--- src/rtl/rf_wb_ctrl_pkg.sv ---
// Shared widths, queue entry type and drain-port encoding for the register-file writeback controller.
package rf_wb_ctrl_pkg;

  localparam int REG_W    = 5;
  localparam int DATA_W   = 32;
  localparam int WB_DEPTH = 4;

  typedef enum logic [1:0] {
    PORT_NONE = 2'd0,
    PORT_A    = 2'd1,
    PORT_B    = 2'd2
  } wb_port_e;

  typedef struct packed {
    logic [REG_W-1:0]  rd;
    logic [DATA_W-1:0] data;
  } wb_ent_t;

  function automatic logic rd_hit(input logic en, input logic [REG_W-1:0] a,
                                  input logic [REG_W-1:0] b);
    return en && (a == b);
  endfunction

endpackage

--- src/rtl/rf_wb_ctrl_fifo.sv ---
// Pending-LU circular buffer: two-entry head peek, pop of 0/1/2 entries, and per-entry
// invalidation of any slot whose rd matches a lane write in the current cycle.
module rf_wb_ctrl_fifo
  import rf_wb_ctrl_pkg::*;
#(
  parameter int DEPTH = WB_DEPTH,
  parameter int CNT_W = $clog2(DEPTH) + 1
) (
  input  logic             clk,
  input  logic             rst_n,
  input  logic             i_push,
  input  wb_ent_t          i_push_ent,
  input  logic [1:0]       i_pop,
  input  logic             i_kill_a_en,
  input  logic [REG_W-1:0] i_kill_a_rd,
  input  logic             i_kill_b_en,
  input  logic [REG_W-1:0] i_kill_b_rd,
  output wb_ent_t          o_head0,
  output wb_ent_t          o_head1,
  output logic             o_head0_occ,
  output logic             o_head1_occ,
  output logic             o_head0_live,
  output logic             o_head1_live,
  output logic [CNT_W-1:0] o_count
);

  localparam int PTR_W = $clog2(DEPTH);

  wb_ent_t          r_mem [DEPTH];
  logic [DEPTH-1:0] r_vld;
  logic [PTR_W-1:0] r_rd_ptr;
  logic [PTR_W-1:0] r_wr_ptr;
  logic [CNT_W-1:0] r_count;

  logic [PTR_W-1:0] w_rd_ptr1;
  logic [DEPTH-1:0] w_kill;
  logic [DEPTH-1:0] w_vld_nxt;

  assign w_rd_ptr1 = r_rd_ptr + PTR_W'(1);

  always_comb begin
    for (int i = 0; i < DEPTH; i++) begin
      w_kill[i] = rd_hit(i_kill_a_en, r_mem[i].rd, i_kill_a_rd) ||
                  rd_hit(i_kill_b_en, r_mem[i].rd, i_kill_b_rd);
    end
  end

  // A slot being pushed is not yet queued, so a same-cycle kill never touches it.
  always_comb begin
    w_vld_nxt = r_vld & ~w_kill;
    if (i_push) w_vld_nxt[r_wr_ptr] = 1'b1;
  end

  assign o_head0      = r_mem[r_rd_ptr];
  assign o_head1      = r_mem[w_rd_ptr1];
  assign o_head0_occ  = (r_count != '0);
  assign o_head1_occ  = (r_count > CNT_W'(1));
  assign o_head0_live = o_head0_occ && r_vld[r_rd_ptr]  && !w_kill[r_rd_ptr];
  assign o_head1_live = o_head1_occ && r_vld[w_rd_ptr1] && !w_kill[w_rd_ptr1];
  assign o_count      = r_count;

  always_ff @(posedge clk or negedge rst_n) begin
    if (!rst_n) begin
      r_vld    <= '0;
      r_rd_ptr <= '0;
      r_wr_ptr <= '0;
      r_count  <= '0;
    end else begin
      r_vld    <= w_vld_nxt;
      r_rd_ptr <= r_rd_ptr + PTR_W'(i_pop);
      r_wr_ptr <= r_wr_ptr + PTR_W'(i_push);
      r_count  <= r_count + CNT_W'(i_push) - CNT_W'(i_pop);
    end
  end

  always_ff @(posedge clk) begin
    if (i_push) r_mem[r_wr_ptr] <= i_push_ent;
  end

endmodule

--- src/rtl/rf_wb_ctrl.sv ---
// Dual-port register-file writeback controller: merges lanes A/B with queued load/mul results,
// resolves same-rd conflicts and r0 writes, and registers both write ports.
module rf_wb_ctrl
  import rf_wb_ctrl_pkg::*;
#(
  parameter int DEPTH = WB_DEPTH,
  parameter int CNT_W = $clog2(DEPTH) + 1
) (
  input  logic              clk,
  input  logic              rst_n,
  input  logic              wa_valid,
  input  logic [REG_W-1:0]  wa_rd,
  input  logic [DATA_W-1:0] wa_data,
  input  logic              wb_valid,
  input  logic [REG_W-1:0]  wb_rd,
  input  logic [DATA_W-1:0] wb_data,
  input  logic              lu_valid,
  input  logic [REG_W-1:0]  lu_rd,
  input  logic [DATA_W-1:0] lu_data,
  output logic              lu_ready,
  output logic [REG_W-1:0]  a3_a,
  output logic [DATA_W-1:0] wd3_a,
  output logic              we3_a,
  output logic [REG_W-1:0]  a3_b,
  output logic [DATA_W-1:0] wd3_b,
  output logic              we3_b,
  output logic [CNT_W-1:0]  q_count
);

  logic             w_eff_a;
  logic             w_eff_b;
  logic             w_push;
  logic [1:0]       w_pop;
  logic             w_pop0;
  logic             w_pop1;
  wb_port_e         w_h0_port;
  wb_port_e         w_h1_port;
  wb_ent_t          w_h0;
  wb_ent_t          w_h1;
  logic             w_h0_occ;
  logic             w_h1_occ;
  logic             w_h0_live;
  logic             w_h1_live;
  logic [CNT_W-1:0] w_count;

  logic              w_we_a;
  logic [REG_W-1:0]  w_a3_a;
  logic [DATA_W-1:0] w_wd_a;
  logic              w_we_b;
  logic [REG_W-1:0]  w_a3_b;
  logic [DATA_W-1:0] w_wd_b;

  // B is the younger of the issue pair, so it wins a same-rd collision with A.
  assign w_eff_b = wb_valid && (wb_rd != '0);
  assign w_eff_a = wa_valid && (wa_rd != '0) && !(w_eff_b && (wa_rd == wb_rd));

  assign lu_ready = (w_count < CNT_W'(DEPTH));
  assign w_push   = lu_valid && lu_ready && (lu_rd != '0);
  assign q_count  = w_count;

  rf_wb_ctrl_fifo #(
    .DEPTH (DEPTH),
    .CNT_W (CNT_W)
  ) u_fifo (
    .clk          (clk),
    .rst_n        (rst_n),
    .i_push       (w_push),
    .i_push_ent   ('{rd: lu_rd, data: lu_data}),
    .i_pop        (w_pop),
    .i_kill_a_en  (w_eff_a),
    .i_kill_a_rd  (wa_rd),
    .i_kill_b_en  (w_eff_b),
    .i_kill_b_rd  (wb_rd),
    .o_head0      (w_h0),
    .o_head1      (w_h1),
    .o_head0_occ  (w_h0_occ),
    .o_head1_occ  (w_h1_occ),
    .o_head0_live (w_h0_live),
    .o_head1_live (w_h1_live),
    .o_count      (w_count)
  );

  // Dead entries pop without a port; live ones take the lowest free port, strictly in order.
  always_comb begin
    w_pop0    = 1'b0;
    w_pop1    = 1'b0;
    w_h0_port = PORT_NONE;
    w_h1_port = PORT_NONE;
    if (w_h0_occ) begin
      if (!w_h0_live) begin
        w_pop0 = 1'b1;
      end else if (!w_eff_a) begin
        w_pop0    = 1'b1;
        w_h0_port = PORT_A;
      end else if (!w_eff_b) begin
        w_pop0    = 1'b1;
        w_h0_port = PORT_B;
      end
    end
    if (w_pop0 && w_h1_occ) begin
      if (!w_h1_live) begin
        w_pop1 = 1'b1;
      end else if (!w_eff_a && (w_h0_port != PORT_A)) begin
        w_pop1    = 1'b1;
        w_h1_port = PORT_A;
      end else if (!w_eff_b && (w_h0_port != PORT_B)) begin
        w_pop1    = 1'b1;
        w_h1_port = PORT_B;
      end
    end
    if ((w_h0_port != PORT_NONE) && (w_h1_port != PORT_NONE) && (w_h0.rd == w_h1.rd)) begin
      w_h0_port = PORT_NONE;
    end
  end

  assign w_pop = {1'b0, w_pop0} + {1'b0, w_pop1};

  always_comb begin
    w_we_a = w_eff_a || (w_h0_port == PORT_A) || (w_h1_port == PORT_A);
    w_a3_a = w_h1.rd;
    w_wd_a = w_h1.data;
    if (w_eff_a) begin
      w_a3_a = wa_rd;
      w_wd_a = wa_data;
    end else if (w_h0_port == PORT_A) begin
      w_a3_a = w_h0.rd;
      w_wd_a = w_h0.data;
    end

    w_we_b = w_eff_b || (w_h0_port == PORT_B) || (w_h1_port == PORT_B);
    w_a3_b = w_h1.rd;
    w_wd_b = w_h1.data;
    if (w_eff_b) begin
      w_a3_b = wb_rd;
      w_wd_b = wb_data;
    end else if (w_h0_port == PORT_B) begin
      w_a3_b = w_h0.rd;
      w_wd_b = w_h0.data;
    end
  end

  // Idle ports hold address/data; only the enables drop.
  always_ff @(posedge clk or negedge rst_n) begin
    if (!rst_n) begin
      we3_a <= 1'b0;
      a3_a  <= '0;
      wd3_a <= '0;
      we3_b <= 1'b0;
      a3_b  <= '0;
      wd3_b <= '0;
    end else begin
      we3_a <= w_we_a;
      we3_b <= w_we_b;
      if (w_we_a) begin
        a3_a  <= w_a3_a;
        wd3_a <= w_wd_a;
      end
      if (w_we_b) begin
        a3_b  <= w_a3_b;
        wd3_b <= w_wd_b;
      end
    end
  end

endmodule

--- config.mk ---
export PLATFORM = sky130hd
export DESIGN_NAME = rf_wb_ctrl
export DESIGN_NICKNAME = d
export VERILOG_FILES = /design/src/rtl/rf_wb_ctrl_pkg.sv /design/src/rtl/rf_wb_ctrl_fifo.sv /design/src/rtl/rf_wb_ctrl.sv
export SDC_FILE = /design/constraint.sdc
export NUM_CORES = 1
export LEC_CHECK = 0
export CORE_UTILIZATION = 30
export CTS_CLUSTER_DIAMETER = 150
export DETAILED_ROUTE_END_ITERATION = 8
export GPL_ROUTABILITY_DRIVEN = 0
export SLEW_MARGIN = 0
export SYNTH_ARGS = -nofsm -noshare
export SYNTH_HDL_FRONTEND = slang
export SYNTH_SLANG_ARGS = --single-unit
--- constraint.sdc ---
create_clock -name clk -period 3.7 [get_ports clk]
set_input_delay 1.11 -clock clk [delete_from_list [all_inputs] [get_ports clk]]
set_output_delay 1.11 -clock clk [all_outputs]
set_load 0.02 [all_outputs]
==> flow_summary.ini <==
[final_layout]
layout.nets = 1381
drive_gt1_share_pct = 23.52
diodes = 0
final_cells = 1805
area_delta_synth_final_pct = 40.29

[clock_tree]
worstSkewPairLatency_ns = 0.54
path_clk_slew_ns = 0.06
cts.sinks = 235
root_buffer = clkbuf_16
cts_buffer_depth = 3
hold_buffers = 0
htreeDepth = 1
cts_buffers = 29
cts_tree = yes

[power]
p_switching_mw = 6.049
p_leak_nw = 6.629
total_power_mw = 15.77
switching_share_pct = 38.36
pwr-share-seq_pct = 25.3
powerDensity_nw_per_um2 = 927.7
peakVddDrop_mv = 0.4978
p_comb_share_pct = 56.1
clockPowerShare_pct = 18.7
power.internal_mw = 9.718

[setup_path]
crit_path_start_kind = input pin
worstPathRequired_ns = 4.11
crit_type = input pin to flop
path_max_fanout = 5
arrival_ns = 4.83
end_kind = flop

[die]
die_area_um2 = 41190
row_count = 73
die_width_um = 203.0
io_pins = 196
initial_utilization_pct = 30.42
die_h_um = 203.0
core_um2 = 39820

[synth]
syn_avg_cell_area_um2 = 12.13
yosys.area.top_type = edfxtp_1
syn_nets = 1122
synth-seq-area-share_pct = 54.65
synth-seq-cells = 235
synth-edff-count = 148
async_flop_share_pct = 37.02
synth_ff_type = edfxtp_1
yosysWarnings = 0
netlist_instances = 999
synth_top_area_share_pct = 36.68
synthTopCellsByArea = edfxtp_1, dfrtp_1, mux2i_1
ys_types = 51
syn-cell-area_um2 = 12120

[sta]
post-route-period-util_pct = 119.3
setup_violations = 29
fmax_mhz = 226.5
max_slew.worst_pin.slew_ns = 0.9116
rsz0062_at_grt = true
finalMaxSlewViolations = 0
finalWorstSetupSlack_ns = -0.7145
clock_skew_ns = 0.02550
hold_violations = 0
period_needed_ns = 4.415
maxSlewHeadroom_pct = 39.23

[route]
wire_per_inst_um = 20.35
viasPerCell = 4.925
route.detailed.drc = 0
postRouteAntennaNets = 0
drt_first_pass_iters = 6
num_vias = 8890
drt_wl_total_um = 36730
first_iter_violations = 463

[placement]
dp.cells = 1712
port_buffers = 195
pre_cts_ws_ns = -1.540
dp_hpwl_um = 22880

[run]
cap_violations = 0

[global_routing]
grt_usage_pct = 16.67
first_global_vias = 9196
antenna_found_initial = 2
grt_max_degree = 75
grt_overflow_total = 0
grt_pass1_wl_um = 52870

[run_status]
failed_checks = setup timing
outcome = complete, but fails checks

[hold_path]
hp-class = flop to flop
[stage by stage]
step	hold WS, ns	instance area, um^2	TNS (ns)	utilization (%)
3_5_place_dp	0.4943	15160	-68.41	38.07
5_1_grt	0.5168	17000	-3.989	42.68
4_1_cts	0.5065	16520	-1.177	41.48
3_3_place_gp	0.4866	15160	-64.55	38.07
2_1_floorplan	0.4589	12150	-11.10	-
6_report	0.5017	17000	-2.519	42.68
[sequential cells by signal, indices dropped and copies added (netlist names), 2 cells and up]
register         count
u_fifo.r_mem       148
wd3_b               32
u_fifo.r_wr_ptr      2
a3_b                 5
u_fifo.r_rd_ptr      2
a3_a                 5
wd3_a               32
u_fifo.o_count       3
u_fifo.r_vld         4
[layout by cell type (no fill, tap or decap), types with 9 or more instances in the layout]
master	Yosys	routed
mux2i_1	142	131
nand2_1	43	43
xnor2_1	27	24
a21oi_1	71	68
o21ai_1	10	23
o21ai_0	62	42
nor3_1	10	9
mux4_2	9	9
xor2_1	29	29
buf_6	6	16
buf_4	4	64
and2_1	32	32
buf_12	0	21
a31oi_1	33	33
clkdlybuf4s50_1	0	183
dfrtp_1	87	85
mux2_2	72	56
nor2_1	78	73
mux2_4	0	16
edfxtp_1	148	148
clkbuf_16	0	35
nand3_1	11	11
[cell type report]
| class | count | area (um^2) |
|---|---|---|
| Timing Repair Buffer | 302 | 3221 |
| Inverter | 9 | 33.78 |
| Fill cell | 3741 | 22830 |
| Sequential cell | 235 | 6629 |
| Clock buffer | 37 | 785.8 |
| Clock inverter | 16 | 205.2 |
| Multi-Input combinational cell | 681 | 5465 |
| Tap cell | 525 | 656.9 |
[logic make-up after synthesis]
logic type      synth area share, %
buf+inv                       3.274
xor+xnor                      4.048
fa+ha+maj                    0.8675
compound gates                9.326
mux                           20.10
simple gates                  7.735
flops                         54.65
[routing by layer]
metal  wire length (um)  GRT usage [%]  vias to the layer above
met2              17550          27.86                      254
li1                   -              -                     4182
met3               1993          3.371                       59
met1              16310          21.84                     4391
met5                 24              0                        -
met4                847          4.592                        4
[timing repair]
| item | 4_1_cts | 5_1_grt |
|---|---|---|
| buffers inserted | 24 | 10 |
| endpoints found under the hold margin | 0 | 0 |
| gates cloned | 2 | 8 |
| pin swaps | 21 | 25 |
| setup endpoints to repair | 79 | 50 |
| resized for setup | 64 | 72 |
[critical path, cell delays in order]
cell and delay (ns):
buf_6 0.09, or4_4 0.53, o21a_4 0.24, buf_6 0.12
a41oi_4 0.31, buf_6 0.16, a21oi_4 0.06, a31o_4 0.27
nor2_4 0.12, maj3_2 0.19, nor2_1 0.04, nor3_1 0.22
ha_1 0.30, ha_4 0.23, inv_2 0.06, ha_4 0.11
inv_2 0.03, fa_2 0.36, xnor2_2 0.14, xnor2_1 0.12
[final timing paths]
check                      slack (ns)                  to                start  cells past startpoint
max in group asynchronous        2.39  u_fifo.r_rd_ptr[0]                rst_n                      2
setup / recovery                -0.71   u_fifo.o_count[2]             wb_rd[2]                     20
min in group asynchronous        0.58             a3_b[4]                rst_n                      1
hold reg to reg                  0.50            wd3_b[9]             wd3_b[9]                      1
setup reg to reg                -0.09   u_fifo.o_count[2]  u_fifo.r_mem[0][34]                     17
hold / removal                   0.50            wd3_b[9]             wd3_b[9]                      1
[synth_stat cells, types with 10 or more instances]
| master | instances |
|---|---|
| nand2_1 | 43 |
| mux2_2 | 72 |
| o21ai_1 | 10 |
| o21ai_0 | 62 |
| mux2i_1 | 142 |
| nand3_1 | 11 |
| xnor2_1 | 27 |
| edfxtp_1 | 148 |
| buf_2 | 18 |
| dfrtp_1 | 87 |
| nor3_1 | 10 |
| a31oi_1 | 33 |
| nor2_1 | 78 |
| clkbuf_1 | 35 |
| xor2_1 | 29 |
| a21oi_1 | 71 |
| and2_1 | 32 |
[power by group through the flow]
stage	sequential (mW)	clock, mW	combinational [mW]
6_report	3.98	2.95	8.84
2_1_floorplan	4.46	0	4.22
5_1_grt	4.07	3.12	9.48
4_1_cts	3.98	3.02	8.01
3_5_place_dp	4.02	0	7.57
3_3_place_gp	3.99	0	7.50
Power figures use the tool's default switching activity.
